<file path="config.mk">
export PLATFORM = sky130hd
export DESIGN_NAME = thermometer_encoder_flat
export DESIGN_NICKNAME = d
export VERILOG_FILES = /design/src/rtl/thermometer_encoder_if.sv /design/src/rtl/thermometer_encoder.sv /design/src/flat_wrapper.sv
export SDC_FILE = /design/constraint.sdc
export NUM_CORES = 1
export LEC_CHECK = 0
export ABC_AREA = 1
export CORE_AREA = 4 4 41 43
export CTS_CLUSTER_DIAMETER = 30
export CTS_CLUSTER_SIZE = 30
export DETAILED_ROUTE_END_ITERATION = 7
export DIE_AREA = 0 0 45 47
export PLACE_DENSITY = 0.76
export SLEW_MARGIN = 20
export SYNTH_ARGS = -nofsm -noshare
export SYNTH_HDL_FRONTEND = slang
export SYNTH_SLANG_ARGS = --single-unit
</file>
<file path="constraint.sdc">
create_clock -name clk -period 0.8 [get_ports clk]
set_input_delay 0.12 -clock clk [delete_from_list [all_inputs] [get_ports clk]]
set_output_delay 0.12 -clock clk [all_outputs]
set_load 0.02 [all_outputs]
</file>
<file path="src/rtl/thermometer_encoder_if.sv">
// Bus bundle for the binary-to-thermometer encoder: binary input side plus
// the combinational and registered unary outputs.
interface thermometer_encoder_if #(
    parameter int WIDTH = 3
);
    localparam int N = (2 ** WIDTH) - 1;

    logic [WIDTH-1:0] value;
    logic             in_valid;
    logic [N-1:0]     therm;
    logic [N-1:0]     therm_q;
    logic             out_valid;
    logic [WIDTH-1:0] count_q;

    modport master (
        output value,
        output in_valid,
        input  therm,
        input  therm_q,
        input  out_valid,
        input  count_q
    );

    modport slave (
        input  value,
        input  in_valid,
        output therm,
        output therm_q,
        output out_valid,
        output count_q
    );
endinterface

</file>
<file path="src/rtl/thermometer_encoder.sv">
// Binary-to-thermometer encoder: zero-latency unary code plus a one-cycle
// registered copy with its binary count and a valid flag.
module thermometer_encoder #(
    parameter int WIDTH = 3
) (
    input  logic                  clk,
    input  logic                  rst_n,
    thermometer_encoder_if.slave  bus
);
    localparam int N = (2 ** WIDTH) - 1;

    logic [N-1:0] therm_code;

    // Bit i is set exactly when i is below the unsigned input value.
    always_comb begin
        therm_code = '0;
        for (int i = 0; i < N; i++) begin
            therm_code[i] = (32'(i) < 32'(bus.value));
        end
    end

    assign bus.therm = therm_code;

    logic [N-1:0]     therm_r;
    logic [WIDTH-1:0] count_r;
    logic             valid_r;

    always_ff @(posedge clk or negedge rst_n) begin
        if (!rst_n) begin
            therm_r <= '0;
            count_r <= '0;
            valid_r <= 1'b0;
        end else if (bus.in_valid) begin
            therm_r <= therm_code;
            count_r <= bus.value;
            valid_r <= 1'b1;
        end else begin
            valid_r <= 1'b0;
        end
    end

    assign bus.therm_q   = therm_r;
    assign bus.count_q   = count_r;
    assign bus.out_valid = valid_r;
endmodule

</file>
<file path="src/flat_wrapper.sv">
// flat-port wrapper written by rule: the top's interface ports become plain ports
module thermometer_encoder_flat 
#(
    parameter int WIDTH = 3
)
  (clk, rst_n, bus_value, bus_in_valid, bus_therm, bus_therm_q, bus_out_valid, bus_count_q);
  thermometer_encoder_if #(.WIDTH(WIDTH)) bus_i ();
  input  logic clk;
  input  logic rst_n;
  input wire logic [$bits(bus_i.value)-1:0] bus_value;
  input wire logic [$bits(bus_i.in_valid)-1:0] bus_in_valid;
  output wire logic [$bits(bus_i.therm)-1:0] bus_therm;
  output wire logic [$bits(bus_i.therm_q)-1:0] bus_therm_q;
  output wire logic [$bits(bus_i.out_valid)-1:0] bus_out_valid;
  output wire logic [$bits(bus_i.count_q)-1:0] bus_count_q;
  assign bus_i.value = bus_value;
  assign bus_i.in_valid = bus_in_valid;
  assign bus_therm = bus_i.therm;
  assign bus_therm_q = bus_i.therm_q;
  assign bus_out_valid = bus_i.out_valid;
  assign bus_count_q = bus_i.count_q;
  thermometer_encoder #(.WIDTH(WIDTH)) u_core (.clk(clk), .rst_n(rst_n), .bus(bus_i));
endmodule
</file>
# Word level (Yosys, flattened, before mapping)
# Cells that the tools add are included.
# Widths: inputs -> output; s select.
dict set report totals {
  regBits 11
  latch_bits 0
  mem_bits_rw 0
  mem_bits_ro 0
  in_bits 6
  word_cells 11
  mem_count 0
}
dict set report classes {
  addsub 0
  mul 0
  div 0
  order_cmp 7
  eq_ne 0
  shifts 0
  muxes 1
  n_bitwise 0
  reduce_logical 0
}
# op count
set ops {}
lappend ops {{$lt 3x3->1 const A} 3}
lappend ops {{$lt 1x3->1 const A} 2}
lappend ops {{$lt 2x3->1 const A} 2}
lappend ops {{$mux 1} 1}

# Depth between registers and ports, before layout
# Gate-level depths: netlist of the first run.
dict set report logic_depth {
  ltp_word 1
  mapped_depth 4
}

# Worst setup path after synthesis of the first run
# Ideal clock, no wire load.
dict set report synth_path {
  path_kind {register to output}
  startpoint {reg u_core.therm_r[3], in the netlist u_core.bus.therm_q[3]}
  endpoint {out bus_therm_q[3]}
  arrival_time_ps 627
  required_ps 680
  setup_slack_ps 53
  stages_incl_launch_ff 2
  path_cell_list {dfrtp_1 buf_4}
}
# element line_no
set synth_rtl {}
lappend synth_rtl {{start: declaration} thermometer_encoder.sv:24} ;# logic [N-1:0] therm_r;
lappend synth_rtl {{start signal: assignment} thermometer_encoder.sv:34} ;# therm_r <= therm_code;
lappend synth_rtl {{end: declaration} flat_wrapper.sv:13} ;# output wire logic [$bits(bus_i.therm_q)-1:0] bus_therm_q;
# No word-level cell between the ends.

==> metrics.md, run 1 <==
| Metric | Value |
|---|---|
| Status | `finished with violations` |
| Failing checks | `setup timing` |
| CP arrival | `approximately 0.82 ns` |
| Die footprint | `between 0.002 and 0.0025 sq mm` |
| Cell family with most CP delay | `flip-flops` |
| Layout area overhead | `81.0%` |
| WL/cell | `approximately 12 um` |
| Reg2Reg Setup Slack | `-0.10 ns` |
| Clk buf depth | `2` |
| GRT Util Overall | `0.124` |
| Fraction of layout cells with a size suffix above 1 | `0.523` |
| Top-Level Pins | `24` |
| Cell Area, Placed | `between 700 and 800 sq um` |
| Leading area contributor after synthesis | `dfrtp_1` |
| Vias | `between 400 and 500` |
| Die Span Y | `47 um` |
| Total grt overflow | `0` |
| Pre-antenna DRT Iters | `4` |
| Antenna-violating nets left | `0` |
| CTS Buf Count | `3` |
| Total core area | `0.00130 sq mm` |
| Initial antenna violation count | `0` |
| Area of the multi-input gates | `approximately 140 sq um` |
| Int Power | `slightly above 1 mW` |
| Crit-path cells | `buf_2` |
| Crit Path Category | `register to primary output` |
| Slew headroom | `0.900` |
| Final hold violation count | `0` |
| Crit path launch type | `register` |
| CP max FO | `3` |
| Max_cap viols | `0` |
| DRC violation count after routing | `0` |
| Clk slew on worst S/H paths | `about 0.070 ns` |
| Setup_tns | `-1.48 ns` |
| DIE WIDTH | `between 40 and 50 um` |
| Comb power frac | `0.271` |
| Worst VDD drop | `between 0.001 and 0.0015 V` |
| Seq cells post-synth | `10` |
| # diodes | `0` |
| Drt initial violations | `16` |
| Pin count of the biggest net entering global routing | `11` |
| # clock sinks | `10` |
| Fin worst setup slack | `-0.136 ns` |
| Layout net count | `93` |
| Fill cells | `roughly 130` |
| Synth top area share | `0.593` |
| Row count | `13` |
| Yosys warns | `0` |
| Final slew viol count | `0` |
| First-pass GRT wire length | `between 1.5 and 2 mm` |
| Reg2reg end | `u_core.bus.therm_q[2]` |
| Synth Instances | `between 40 and 50` |
| H-tree depth | `1` |
| Netlist Area Pre-Place | `about 420 sq um` |
| Vias in the first global route | `approximately 420` |
| CTS root buf | `clkbuf_4` |
| Final Cycle Share | `1.17` |
| R2R cell count | `4` |
| Final setup fails | `13` |
| HPWL reported at the end of detailed placement | `between 800 and 900 um` |
| Initial core utilization | `0.324` |
| Final Cell Area | `around 760 sq um` |
| Worst-margin pin slew | `around 0.15 ns` |
| Crit path max-delay cell type | `dfrtp_1` |
| Max Clk Rate | `1070 MHz` |
| Layout Skew | `0 ns` |
| Yosys cell types | `11` |
| Count of buffers from port buffering | `23` |
| Buf/Inv on CP | `1` |
| Seq/Total Area, Yosys | `0.593` |
| Leak | `0.410 nW` |
| Switch Pwr | `406 uW` |
| Power density cells | `1860 mW/mm^2` |
| CP endpoint kind | `primary output` |
| CP Launch Point | `u_core.bus.therm_q[3]` |
| Hold Crit Class | `input port to asynchronous set/reset pin` |
| Clock latency at the later pin of the worst-skew pair | `0.27 ns` |
| Switching share of power | `0.286` |
| Clk pwr share | `0.323` |
| Top cells by area, synth | `dfrtp_1 59%, nand2_1 13%, nor2_1 8.9%, buf_4 3.6%, inv_1 3.6%` |
| Mapped Nets | `55` |
| Post-layout util | `0.587` |
| CP required | `just under 0.7 ns` |
| Gp weighted congestion | `0.799` |
| RSZ-0062 raised after global routing | `true` |
| CTS tree | `done` |
| Reg power frac | `0.406` |
| Max incr delay on CP | `a little under 0.4 ns` |
| Routed vias/inst | `4.43` |
| Average footprint of a synthesized cell | `8.61 sq um` |
| Register area | `~250 sq um` |
| Min cycle time layout | `0.936 ns` |
| Reg-to-reg critical path startpoint | `u_core.bus.therm_q[2]` |
| WL final | `roughly 1.2 mm` |
| Hold-fix buffers, CTS | `0` |
kinds of logic after synthesis:
| family | Yosys count | share of synthesized area |
|---|---|---|
| AO/OA/AOI/OAI | 4 | 0.0475 |
| buffers and inverters | 8 | 0.107 |
| flip-flops | 10 | 0.593 |
| AND/OR/NAND/NOR | 27 | 0.252 |
layout by cell type (no fill, tap or decap):
cell type / Yosys / layout
a21oi_1: 2 / 2
buf_2: 0 / 8
buf_4: 2 / 14
buf_6: 1 / 11
clkbuf_4: 0 / 3
clkbuf_8: 0 / 1
clkdlybuf4s15_2: 0 / 1
clkdlybuf4s50_1: 0 / 2
dfrtp_1: 10 / 10
inv_1: 4 / 4
inv_2: 1 / 1
nand2_1: 15 / 12
nand2_2: 1 / 4
nand4_1: 1 / 1
nor2_1: 10 / 8
nor2_2: 0 / 2
o21ai_0: 2 / 1
o21ai_1: 0 / 1
flip-flops by register name, summed over array words and instances (netlist names):
name	cells
u_core.bus.count_q	2
u_core.bus.therm_q	7
u_core.bus.out_valid	1
repair_timing:
action | CTS | global route
pin swaps | 2 | 0
endpoints found under the setup margin | 22 | 16
gates resized for setup | 102 | 11
setup buffers | 4 | 2
endpoints found under the hold margin | 0 | 0
power groups by stage:
stage	sequential, mW	clock, mW	combinational (mW)
2_1_floorplan	0.627	0	0.104
3_3_place_gp	0.577	0	0.357
3_5_place_dp	0.577	0	0.361
4_1_cts	0.575	0.470	0.367
5_1_grt	0.582	0.504	0.412
6_report	0.576	0.457	0.384
metrics by stage:
stage / total power, mW / instances / hold slack [ns] / worst slack (ns)
4_1_cts: 1.41 / 100 / 0.130 / -0.154
2_1_floorplan: 0.731 / 49 / -0.176 / 0.0535
5_1_grt: 1.50 / 101 / 0.133 / -0.184
3_3_place_gp: 0.934 / 92 / 0.420 / -0.787
6_report: 1.42 / 101 / 0.130 / -0.136
3_5_place_dp: 0.938 / 92 / 0.421 / -0.835
metal layers:
layer	share of wire	global-route usage	vias to the layer above
met2	0.49	0.184	27
met1	0.42	0.156	196
met3	0.080	0.0460	4
met5	0	0	-
met4	0.012	0.0702	0
li1	-	-	220
Yosys cell counts:
master / number
nand2_1: 15
dfrtp_1: 10
nor2_1: 10
inv_1: 4
a21oi_1: 2
buf_4: 2
o21ai_0: 2
buf_6: 1
inv_2: 1
nand2_2: 1
nand4_1: 1
final cells by class:
type                       instances  share of cell area
timing repair buffer              36               0.393
sequential                        10               0.328
multi-input combinational         31               0.182
clock buffer                       4              0.0475
inverter                           5              0.0246
tap                               15              0.0246
how the worst max path moves through the flow:
stage	to	slack [ns]	cells past startpoint
2_1_floorplan	bus_therm_q[3]	0.05	1
3_3_place_gp	bus_therm[6]	-0.79	4
3_5_place_dp	bus_therm[6]	-0.84	4
4_1_cts	bus_count_q[2]	-0.15	1
5_1_grt	bus_therm_q[3]	-0.18	1
6_report	bus_count_q[2]	-0.14	1
No activity file was read; power rests on OpenSTA's default activity.
==> run 2: changes to the inputs <==
CAP_MARGIN = 25   (was not set)
SKIP_LAST_GASP = 1   (was not set)
==> run 2 against run 1 <==
The run still ends with setup timing left. Final cell count is the same. Register-to-register slack is essentially flat. Clock power barely moved. Clock skew stayed put. Sequential power barely moved. Worst setup slack worse by 0.0010 ns. Largest power group unchanged. Highest routed layer unchanged.
==> metrics.md, run 2 (synthesized netlist as in run 1, its figures left out) <==
| Metric | Value |
|---|---|
| Status | `finished with violations` |
| Failing checks | `setup timing` |
| Register area | `250 sq um (unchanged)` |
| CP arrival | `0.82 ns (about the same)` |
| Comb power frac | `0.270 (about the same)` |
| Layout net count | `93 (unchanged)` |
| Reg power frac | `0.408 (+0.002)` |
| Switch Pwr | `403 uW (-0.81%)` |
| Fill cells | `134 (unchanged)` |
| Worst-margin pin slew | `0.144 ns (-0.00614 ns)` |
| Clk slew on worst S/H paths | `0.07 ns (about the same)` |
| Switching share of power | `0.285 (-0.00149)` |
| HPWL reported at the end of detailed placement | `834 um (unchanged)` |
| Min cycle time layout | `0.937 ns (+0.000999 ns)` |
| Crit path launch type | `register` |
| Crit Path Category | `register to primary output` |
| Fin worst setup slack | `-0.137 ns (-0.000999 ns)` |
| Clock latency at the later pin of the worst-skew pair | `0.26 ns (about the same)` |
| Max Clk Rate | `1070 MHz (-0.11%)` |
| Final hold violation count | `0 (unchanged)` |
| CTS root buf | `clkbuf_4` |
| Top-Level Pins | `24 (unchanged)` |
| RSZ-0062 raised after global routing | `true` |
| Vias in the first global route | `422 (unchanged)` |
| Reg-to-reg critical path startpoint | `u_core.bus.therm_q[2]` |
| CTS tree | `done` |
| Pin count of the biggest net entering global routing | `11 (unchanged)` |
| DIE WIDTH | `45 um (unchanged)` |
| CP max FO | `3 (unchanged)` |
| # diodes | `0 (unchanged)` |
| CTS Buf Count | `3 (unchanged)` |
| Die footprint | `0.00212 sq mm (unchanged)` |
| Crit-path cells | `buf_2` |
| WL/cell | `11.7 um (-0.17%)` |
| Cell family with most CP delay | `flip-flops` |
| Die Span Y | `47 um (unchanged)` |
| Clk buf depth | `2 (unchanged)` |
| Most common cell after layout, fill and taps aside | `buf_4` |
| Setup_tns | `-1.49 ns (-0.0191 ns)` |
| Placed Cells incl. Taps | `92 (unchanged)` |
| Final setup fails | `13 (unchanged)` |
| # clock sinks | `10 (unchanged)` |
| Pre-antenna DRT Iters | `4 (unchanged)` |
| Int Power | `1.01 mW (about the same)` |
| Antenna-violating nets left | `0 (unchanged)` |
| Total grt overflow | `0 (unchanged)` |
| Count of buffers from port buffering | `23 (unchanged)` |
| Fraction of layout cells with a size suffix above 1 | `0.512 (-0.0116)` |
| Slew headroom | `0.903 (+0.00322)` |
| H-tree depth | `1 (unchanged)` |
| Drt initial violations | `16 (unchanged)` |
| Final slew viol count | `0 (unchanged)` |
| First-pass GRT wire length | `1.80 mm (unchanged)` |
| Routed vias/inst | `4.39 (-0.89%)` |
| Most frequent cells in the layout | `14 x buf_4, 12 x nand2_1, 11 x buf_6` |
| Layout area overhead | `80.4%` |
| Area of the multi-input gates | `136 sq um (-1.8%)` |
| Buf/Inv on CP | `1 (unchanged)` |
| Total core area | `0.00130 sq mm (unchanged)` |
| CP required | `0.68 ns (about the same)` |
| GRT Util Overall | `0.124 (unchanged)` |
| Layout Skew | `0 ns (unchanged)` |
| Post-route insts no fill | `101 (unchanged)` |
| Gp weighted congestion | `0.799 (unchanged)` |
| CP endpoint kind | `primary output` |
| Power density cells | `1860 mW/mm^2 (about the same)` |
| Clk pwr share | `0.322 (about the same)` |
| DRC violation count after routing | `0 (unchanged)` |
| CP Launch Point | `u_core.bus.therm_q[3]` |
| Row count | `13 (unchanged)` |
| Hold Crit Class | `input port to asynchronous set/reset pin` |
| Worst VDD drop | `0.00109 V (about the same)` |
| Pre-CTS setup slack | `-0.835 ns (unchanged)` |
| Vias | `443 (-0.89%)` |
| Max FFs per register | `7 (unchanged)` |
| Max incr delay on CP | `0.39 ns (about the same)` |
| Crit path max-delay cell type | `dfrtp_1` |
| Initial antenna violation count | `0 (unchanged)` |
| Max_cap viols | `0 (unchanged)` |
| Final Cycle Share | `1.17 (+0.00125)` |
| WL final | `1.18 mm (-0.17%)` |
| Initial core utilization | `0.324 (unchanged)` |
| Leak | `0.410 nW (about the same)` |
run 2: cell counts in the layout (fill, tap and decap cells not counted):
No cell type changed its count.
run 2: power by group through the flow:
| stage | Combinational [mW] | Clock, mW | Sequential [mW] |
|---|---|---|---|
| 4_1_cts | 0.365 | 0.470 | 0.575 |
| 5_1_grt | 0.409 | 0.504 | 0.582 |
| 3_5_place_dp | 0.361 | 0 | 0.577 |
| 2_1_floorplan | 0.104 | 0 | 0.627 |
| 3_3_place_gp | 0.357 | 0 | 0.577 |
| 6_report | 0.381 | 0.456 | 0.576 |
run 2: repair_timing:
action	CTS	global route
endpoints found under the setup margin	22	16
gates resized for setup	101	9
buffers inserted	4	2
pin swaps	1	1
gates cloned	0	0
hold buffers	0	0
run 2: routing by layer:
metal  up-vias  wire length, um  global-route usage
li1        221                -                   -
met1       195              510               0.156
met2        23              564               0.184
met3         4               88              0.0460
met4         0               14              0.0702
met5         -                0                   0
run 2: path summary, 6_finish.rpt:
| check | end | slack (ns) | cells after the start |
|---|---|---|---|
| worst min register to register | u_core.bus.count_q[1] | 0.50 | 2 |
| max in group asynchronous | u_core.bus.therm_q[1] | 0.53 | 2 |
| worst max-delay path | bus_count_q[2] | -0.14 | 1 |
| min in group clk | u_core.bus.count_q[1] | 0.14 | 3 |
| worst max register to register | u_core.bus.therm_q[2] | -0.10 | 4 |
| worst min-delay path | u_core.bus.count_q[0] | 0.13 | 2 |
run 2: cell type report:
class,instances,share of cell area
repair buffers,36,0.395
inverters,5,0.0247
multi-input cells,31,0.179
well taps,15,0.0247
clock buffers,4,0.0477
flip-flops and latches,10,0.329
run 2: metrics by stage:
stage	utilization	instance area, sq um	power, mW	hold slack, ns
finish	0.585	761	1.41	0.132
detailed placement	0.541	704	0.938	0.421
global route	0.585	761	1.49	0.133
floorplan	-	422	0.731	-0.176
CTS	0.573	746	1.41	0.130
global placement	0.541	704	0.934	0.420
run 2: worst register-to-register path: cells and delay by family (launching register included):
kind | cells | cell delay [ns]
AO/OA/AOI/OAI | 1 | 0.05
buffers and inverters | 2 | 0.26
flip-flops | 1 | 0.40
AND/OR/NAND/NOR | 1 | 0.08
==> run 3: changes to the inputs <==
CELL_PAD_IN_SITES_DETAIL_PLACEMENT = 0   (was not set)
CELL_PAD_IN_SITES_GLOBAL_PLACEMENT = 1   (was not set)
CORE_AREA = not set   (was 4 4 41 43)
CORE_MARGIN = 4   (was not set)
CORE_UTILIZATION = 24   (was not set)
DIE_AREA = not set   (was 0 0 45 47)
PLACE_DENSITY = 0.8   (was 0.76)
==> run 3 against run 2 <==
The flow still finishes with violations (setup timing). Hold slack better by 0.031 ns. Flip-flop and latch count unchanged. Register-to-register slack improved by 0.14 ns. Sequential power is essentially flat. Critical path type unchanged. Critical endpoint is now bus_therm_q[3]. Largest power group unchanged.
==> metrics.md, run 3 (synthesized netlist as in run 1, its figures left out) <==
| Metric | Value |
|---|---|
| Failing checks | `setup timing` |
| Final hold violation count | `0 (unchanged)` |
| Hold Crit Class | `input port to asynchronous set/reset pin` |
| Crit Path Category | `register to primary output` |
| Drt initial violations | `9 (-7)` |
| Clk slew on worst S/H paths | `0.06 ns (about the same)` |
| Top-Level Pins | `24 (unchanged)` |
| CP required | `0.68 ns (about the same)` |
| Min cycle time layout | `0.932 ns (-0.00507 ns)` |
| Pin count of the biggest net entering global routing | `11 (unchanged)` |
| CTS Buf Count | `3 (unchanged)` |
| CP endpoint kind | `primary output` |
| R2R cell count | `3 (-1)` |
| Final Cycle Share | `1.17 (-0.00633)` |
| Stages on worst setup path | `1 (unchanged)` |
| Register area | `250 sq um (unchanged)` |
| # diodes | `0 (unchanged)` |
| Area of the multi-input gates | `141 sq um (+3.7%)` |
| Max FFs per register | `7 (unchanged)` |
| CTS root buf | `clkbuf_4` |
| CP Launch Point | `u_core.bus.therm_q[3]` |
| Clock latency at the later pin of the worst-skew pair | `0.25 ns (about the same)` |
| # clock sinks | `10 (unchanged)` |
| Die footprint | `0.00249 sq mm (+18%)` |
| Slew headroom | `0.882 (-0.0205)` |
| Layout area overhead | `77.4%` |
| Max_cap viols | `0 (unchanged)` |
| H-tree depth | `1 (unchanged)` |
| Final slew viol count | `0 (unchanged)` |
| Row count | `14 (+1)` |
| Antenna-violating nets left | `0 (unchanged)` |
| Power density cells | `1710 mW/mm^2 (-7.7%)` |
| Count of buffers from port buffering | `23 (unchanged)` |
| DIE WIDTH | `49.9 um (+11%)` |
| Vias in the first global route | `461 (+9.2%)` |
| Reg-to-reg critical path startpoint | `u_core.bus.therm_q[1]` |
| WL/cell | `11.7 um (+0.42%)` |
| Total grt overflow | `0 (unchanged)` |
| Worst VDD drop | `0.000793 V (-27%)` |
| Layout net count | `93 (unchanged)` |
| Crit-path cells | `buf_2` |
| Initial antenna violation count | `0 (unchanged)` |
| Gp weighted congestion | `0.796 (-0.30%)` |
| Routed vias/inst | `4.46 (+1.6%)` |
| Max Clk Rate | `1070 MHz (+0.54%)` |
| Crit path launch type | `register` |
| Cell family with most CP delay | `flip-flops` |
| Setup_tns | `-1.13 ns (+0.368 ns)` |
| Layout Skew | `0 ns (unchanged)` |
| Clk buf depth | `2 (unchanged)` |
| CTS tree | `done` |
| RSZ-0062 raised after global routing | `true` |
| Crit path max-delay cell type | `dfrtp_1` |
| CP max FO | `3 (unchanged)` |
| Total core area | `0.00158 sq mm (+21%)` |
| Die Span Y | `49.9 um (+6.2%)` |
| Worst hold margin | `0.163 ns (+0.0312 ns)` |
| Most frequent cells in the layout | `14 x nand2_1, 14 x buf_4, 10 x buf_6, 10 x dfrtp_1, 8 x buf_2` |
| DRC violation count after routing | `0 (unchanged)` |
| Power, Total | `1.28 mW (-9.3%)` |
| Fraction of layout cells with a size suffix above 1 | `0.506 (-0.00575)` |
| Buf/Inv on CP | `1 (unchanged)` |
| Final setup fails | `11 (-2)` |
| First-pass GRT wire length | `2.08 mm (+15%)` |
| Status | `finished with violations` |
| Vias | `450 (+1.6%)` |
| GRT Util Overall | `0.107 (-0.0169)` |
| Pre-antenna DRT Iters | `4 (unchanged)` |
| Fill cells | `165 (+23%)` |
| Fin worst setup slack | `-0.132 ns (+0.00507 ns)` |
| Leak | `0.413 nW (+0.69%)` |
| Initial core utilization | `0.267 (-0.0566)` |
| Max incr delay on CP | `0.39 ns (about the same)` |
| HPWL reported at the end of detailed placement | `874 um (+4.7%)` |
| WL final | `1.18 mm (+0.42%)` |
| Worst-margin pin slew | `0.176 ns (+0.0319 ns)` |
| Hold-fix buffers, CTS | `0 (unchanged)` |
| CP arrival | `0.81 ns (about the same)` |
## run 3: layer usage
layer  track usage  part of all wire
met1         0.120              0.46
met2         0.187              0.46
met3        0.0422             0.086
met4        0.0276                 0
met5             0                 0
## run 3: per-stage QoR
stage / cells / util / instance area (sq um) / worst slack (ns)
5_1_grt: 101 / 0.475 / 748 / -0.159
4_1_cts: 98 / 0.460 / 724 / -0.142
6_report: 101 / 0.475 / 748 / -0.132
3_5_place_dp: 91 / 0.438 / 691 / -0.814
2_1_floorplan: 49 / - / 422 / 0.0535
3_3_place_gp: 91 / 0.438 / 691 / -0.775
## run 3: final timing paths
kind                            slack, ns                     to
min in group clk                     0.16  u_core.bus.therm_q[2]
worst min-delay path                 0.16   u_core.bus.out_valid
worst min register to register       0.49  u_core.bus.count_q[1]
worst max-delay path                -0.13         bus_therm_q[3]
max in group asynchronous            0.50  u_core.bus.therm_q[3]
worst max register to register       0.04  u_core.bus.therm_q[1]
## run 3: final cells by class
cell class	count	share of cell area
Clock buffer	3	0.0301
Inverter	5	0.0284
Multi-Input combinational cell	31	0.189
Sequential cell	10	0.334
Tap cell	16	0.0268
Timing Repair Buffer	36	0.391
## run 3: timing repair
item / in CTS / in global routing
hold endpoints to repair: 0 / 0
resized for setup: 102 / 11
buffers inserted: 4 / 3
setup endpoints to repair: 24 / 20
pin swaps: 2 / 1
## run 3: where the power goes
part / internal, mW / switching [mW] / leakage (nW)
logic: 0.180 / 0.195 / 0.282
registers: 0.546 / 0.0273 / 0.117
clock network: 0.173 / 0.161 / 0.0138
